`src/rtl/led_game_controller.sv`:
```
// led_game_controller: reaction-game round sequencer; optional LED_CTRL_SPEEDUP_EN shortens the window as score grows
module led_game_controller #(
  parameter int NUM_LEDS      = 10,
  parameter int WINDOW_TICKS  = 3,
  parameter int MAX_MISSES    = 3,
  parameter int SCORE_W       = 8,
  parameter int SPEEDUP_EVERY = 4
) (
  input  logic                clk,
  input  logic                rst_n,
  input  logic                tick,
  input  logic                start,
  input  logic [NUM_LEDS-1:0] hit,
  input  logic [3:0]          rng_value,
  output logic                rng_step,
  output logic [3:0]          led_number,
  output logic                led_valid,
  output logic [SCORE_W-1:0]  score,
  output logic [3:0]          misses,
  output logic                game_over
);
  localparam int CW = $clog2(WINDOW_TICKS + 1);
  typedef enum logic [2:0] {IDLE, DRAW_REQ, DRAW_CHK, SHOW, RESULT, OVER} state_t;
  state_t state, state_nxt;
  logic [NUM_LEDS-1:0] hit_q, rise, tgt_mask;
  logic [CW-1:0] cnt, cnt_nxt, win;
  logic [3:0] led_nxt, misses_nxt;
  logic [SCORE_W-1:0] score_nxt, score_inc;
  logic wrong, right, draw_ok;
  assign rise      = hit & ~hit_q;
  assign tgt_mask  = NUM_LEDS'(1) << led_number;
  assign wrong     = |(rise & ~tgt_mask);
  assign right     = |(rise & tgt_mask);
  assign draw_ok   = {1'b0, rng_value} < 5'(NUM_LEDS);
  assign score_inc = (score == '1) ? score : score + 1'b1;
`ifdef LED_CTRL_SPEEDUP_EN
  logic [SCORE_W-1:0] cut;
  assign cut = score / SCORE_W'(SPEEDUP_EVERY);
  assign win = (32'(cut) < 32'(WINDOW_TICKS)) ? CW'(32'(WINDOW_TICKS) - 32'(cut)) : CW'(1);
`else
  assign win = CW'(WINDOW_TICKS);
`endif
  // State, key edge history, drawn LED, remaining window and tallies
  always_ff @(posedge clk or negedge rst_n) begin
    if (!rst_n) begin
      state      <= IDLE;
      hit_q      <= '0;
      led_number <= '0;
      cnt        <= '0;
      score      <= '0;
      misses     <= '0;
    end else begin
      state      <= state_nxt;
      hit_q      <= hit;
      led_number <= led_nxt;
      cnt        <= cnt_nxt;
      score      <= score_nxt;
      misses     <= misses_nxt;
    end
  end
  // Round sequencing: draw, show with window, judge wrong/right/timeout, wait for release
  always_comb begin
    state_nxt  = state;
    led_nxt    = led_number;
    cnt_nxt    = cnt;
    score_nxt  = score;
    misses_nxt = misses;
    rng_step   = 1'b0;
    led_valid  = 1'b0;
    game_over  = 1'b0;
    case (state)
      IDLE, OVER: begin
        game_over = state == OVER;
        if (start) begin
          state_nxt  = DRAW_REQ;
          score_nxt  = '0;
          misses_nxt = '0;
        end
      end
      DRAW_REQ: begin
        rng_step  = 1'b1;
        state_nxt = DRAW_CHK;
      end
      DRAW_CHK: begin
        state_nxt = draw_ok ? SHOW : DRAW_REQ;
        led_nxt   = draw_ok ? rng_value : led_number;
        cnt_nxt   = draw_ok ? win : cnt;
      end
      SHOW: begin
        led_valid = 1'b1;
        if (wrong || (tick && cnt == CW'(1) && !right)) begin
          misses_nxt = misses + 1'b1;
          state_nxt  = RESULT;
        end else if (right) begin
          score_nxt = score_inc;
          state_nxt = RESULT;
        end else if (tick) begin
          cnt_nxt = cnt - 1'b1;
        end
      end
      RESULT: if (hit == '0) state_nxt = (misses == 4'(MAX_MISSES)) ? OVER : DRAW_REQ;
      default: state_nxt = IDLE;
    endcase
  end
endmodule

```
`config.mk`:
```
export PLATFORM = sky130hd
export DESIGN_NAME = led_game_controller
export DESIGN_NICKNAME = d
export VERILOG_FILES = /design/src/rtl/led_game_controller.sv
export SDC_FILE = /design/constraint.sdc
export NUM_CORES = 1
export LEC_CHECK = 0
export CAP_MARGIN = 40
export CORE_MARGIN = 2
export CORE_UTILIZATION = 50
export CTS_CLUSTER_DIAMETER = 50
export DETAILED_ROUTE_END_ITERATION = 8
export GPL_TIMING_DRIVEN = 0
export PLACE_DENSITY = 0.83
export SYNTH_ARGS = -nofsm -noshare
export SYNTH_HDL_FRONTEND = slang
export SYNTH_SLANG_ARGS = --single-unit
```
`constraint.sdc`:
```
create_clock -name clk -period 5.72 [get_ports clk]
set_clock_uncertainty 0.2 [all_clocks]
set_input_delay 1.144 -clock clk [delete_from_list [all_inputs] [get_ports clk]]
set_output_delay 1.144 -clock clk [all_outputs]
set_load 0.005 [all_outputs]
```
==> flow_summary.ini <==
[outcome]
status = completed

[floorplanning]
die_w_um = 64.9
fp-row-count = 22
start_util_pct = 51.5
core_um2 = 3610
die_y_um = 64.9
die_area_um2 = 4220
ios = 37

[critical_path]
path_class = flop to primary output
rrSetupSlack_ns = 2.77
rr_worst_depth = 8
critPathCaptureType = primary output
worstPathRequired_ns = 4.38
worstPathMaxFanout = 10
arrival_ns = 2.30
cp-start-kind = flop

[clocking]
clock_path_buffers = 2
post_cts_buffers = 0
clock_sinks = 31
h-tree-depth = 2
cts_resized = 0
clk_latency_ns = 0.29
root_buffer = clkbuf_8
cts_hold_buf = 0
numCtsBuffers = 5
cts_tree = built
cts.clk_slew.worst_paths_ns = 0.07

[logic_synthesis]
ys_seq_area_share_pct = 41.8
synthXorXnorAreaFrac_pct = 0
syn-num-nets = 220
yosys.area_share.adder_pct = 2.02
synth_compound_area_share_pct = 18.5
synth_ff_type = dfrtp_1
synth.distinct_cells = 50
synth_warnings = 0
synth_edf_count = 0
synth_cells = 199
yosys.area_share.simple_pct = 29.0
syn-cell-area_um2 = 1860
syn_avg_cell_area_um2 = 9.33
ys_seq_elements = 31
synth_top_family_by_area = simple AND/OR/NAND/NOR gates
synthMuxAreaShare_pct = 2.22
synthArstFlopShare_pct = 100

[timing]
setup_viol_count_final = 0
rsz0062_at_grt = false
fin_crit_ns = 3.64
fmax_mhz = 275
worst_slew_pin_slew_ns = 0.707
fin_setup_tns_ns = 0
finalHoldViolCount = 0
post-route-period-util_pct = 63.7
slew_headroom_pct = 52.9
drv_slew = 0

[routing]
drc = 0
vias = 1697
vias_per_cell = 5.83
dr.pass1.iters = 4
ant_nets = 0
wl_um = 4330
routedWlPerCell_um = 14.9
drt_iter0_drc = 98

[pwr]
p_int_uw = 568
power_uw = 906
pwr-share-comb_pct = 44.9
vdd_ir_drop_max_mv = 0.245
p_clk_share_pct = 21.4
p_seq_share_pct = 33.7
p_leak_nw = 1.01
power.switching_uw = 338
p_sw_share_pct = 37.3
powerDensity_nw_per_um2 = 382

[layout]
area_growth_pct = 27.8
num-nets-final = 263
antenna_cells = 0
drive_gt1_share_pct = 10.7

[place]
gp_congestion = 0.827
port_buffers = 36
hpwlAfterDp_um = 3110

[global_route]
antenna_found_initial = 0
grt_usage_pct = 22.6
grt_overflow = 0
grt_pass1_wl_um = 7350
first_global_vias = 1676
grt_max_degree = 32

[hold_path]
holdCritPathClass = flop to flop
whs_path_depth = 1

[job]
drv_cap = 0
## kinds of logic after synthesis
| group | Yosys count |
|---|---|
| fa+ha+maj | 3 |
| flops | 31 |
| simple gates | 92 |
| mux | 4 |
| buf+inv | 27 |
| compound gates | 42 |
## worst max-delay path, cell delays in order, from the launching register on
cell and delay (ns):
dfrtp_1 0.32, clkbuf_1 0.32, nand3b_1 0.23, inv_1 0.15, clkbuf_1 0.39, clkdlybuf4s50_1 0.59
## through the flow
stage               hold slack, ns  cells  util, %  cell area, µm²  worst slack (ns)
floorplan                    0.256    199        -            1860              2.73
global placement             0.276    283     63.2            2280              2.02
detailed placement           0.282    283     63.0            2270              1.99
CTS                          0.292    291     65.8            2370              2.10
global route                 0.320    291     65.8            2370              2.01
finish                       0.290    291     65.8            2370              2.08
## placed cells by master, fill, tap and decap left out, drive strengths merged, types with 3 or more instances in the layout
| cell | synthesis | layout |
|---|---|---|
| nand3 | 6 | 6 |
| inv | 16 | 16 |
| and3 | 4 | 4 |
| clkdlybuf4s50 | 0 | 35 |
| a31o | 3 | 3 |
| nor3 | 8 | 8 |
| o32ai | 5 | 5 |
| buf | 5 | 6 |
| nor4 | 5 | 5 |
| a211o | 3 | 3 |
| nor2b | 6 | 6 |
| clkbuf | 6 | 14 |
| ha | 3 | 3 |
| nor2 | 10 | 10 |
| dfrtp | 31 | 31 |
| a32o | 3 | 3 |
| a21oi | 6 | 6 |
| nand2 | 24 | 24 |
| a22o | 3 | 3 |
| mux2i | 3 | 3 |
| nor4b | 4 | 4 |
| nand2b | 8 | 8 |
| o211ai | 3 | 3 |
| nor4bb | 3 | 3 |
| o21ai | 3 | 3 |
| a32oi | 3 | 3 |
## power by group through the flow
stage	logic, mW	registers [mW]	clock network (mW)
global placement	0.398	0.306	0
global route	0.449	0.312	0.206
CTS	0.407	0.305	0.196
finish	0.407	0.305	0.194
floorplan	0.255	0.303	0
detailed placement	0.406	0.308	0
## path summary, 6_finish.rpt
check | startpoint | end
hold / removal | cnt[0] | cnt[0]
setup / recovery | state[0] | led_valid
max in group asynchronous | rst_n | score[2]
min in group asynchronous | rst_n | state[1]
hold reg to reg | cnt[0] | cnt[0]
setup reg to reg | led_number[1] | score[0]
## cell type report
| cell class | count | area [µm²] |
|---|---|---|
| inverter | 16 | 60.1 |
| tap | 48 | 60.1 |
| sequential | 31 | 776 |
| fill | 324 | 1230 |
| buffer | 11 | 58.8 |
| clock buffer | 8 | 100 |
| timing repair buffer | 36 | 355 |
| multi-input combinational | 141 | 962 |
## flip-flops by register name, indices dropped and copies added, names as in the netlist
name,flops
hit_q,10
score,8
led_number,4
misses,4
state,3
cnt,2
## Yosys cell counts, types with 3 or more instances
master | number | area share, %
a211o_1 | 3 | 1.4
a21oi_1 | 6 | 1.6
nand2b_1 | 8 | 2.7
ha_1 | 3 | 2.0
nor3_1 | 8 | 2.2
dfrtp_1 | 31 | 42
o32ai_1 | 5 | 2.4
a22o_1 | 3 | 1.4
and3_1 | 4 | 1.3
a31o_2 | 3 | 1.4
a32o_1 | 3 | 1.6
nor4_1 | 4 | 1.3
o211ai_1 | 3 | 1.2
o21ai_0 | 3 | 0.81
inv_1 | 16 | 3.2
nor2_1 | 10 | 2.0
nor4bb_1 | 3 | 1.6
a32oi_1 | 3 | 1.4
clkbuf_1 | 6 | 1.2
mux2i_1 | 3 | 1.6
nor2b_1 | 6 | 2.0
nand2_1 | 24 | 4.9
nand3_1 | 6 | 1.6
## per-layer routing
metal / track usage, % / part of all wire (%)
met2: 35.2 / 46
met5: 0 / 0
met1: 29.9 / 46
met3: 4.69 / 5.6
met4: 10.6 / 2.0
Power figures use the tool's default switching activity.
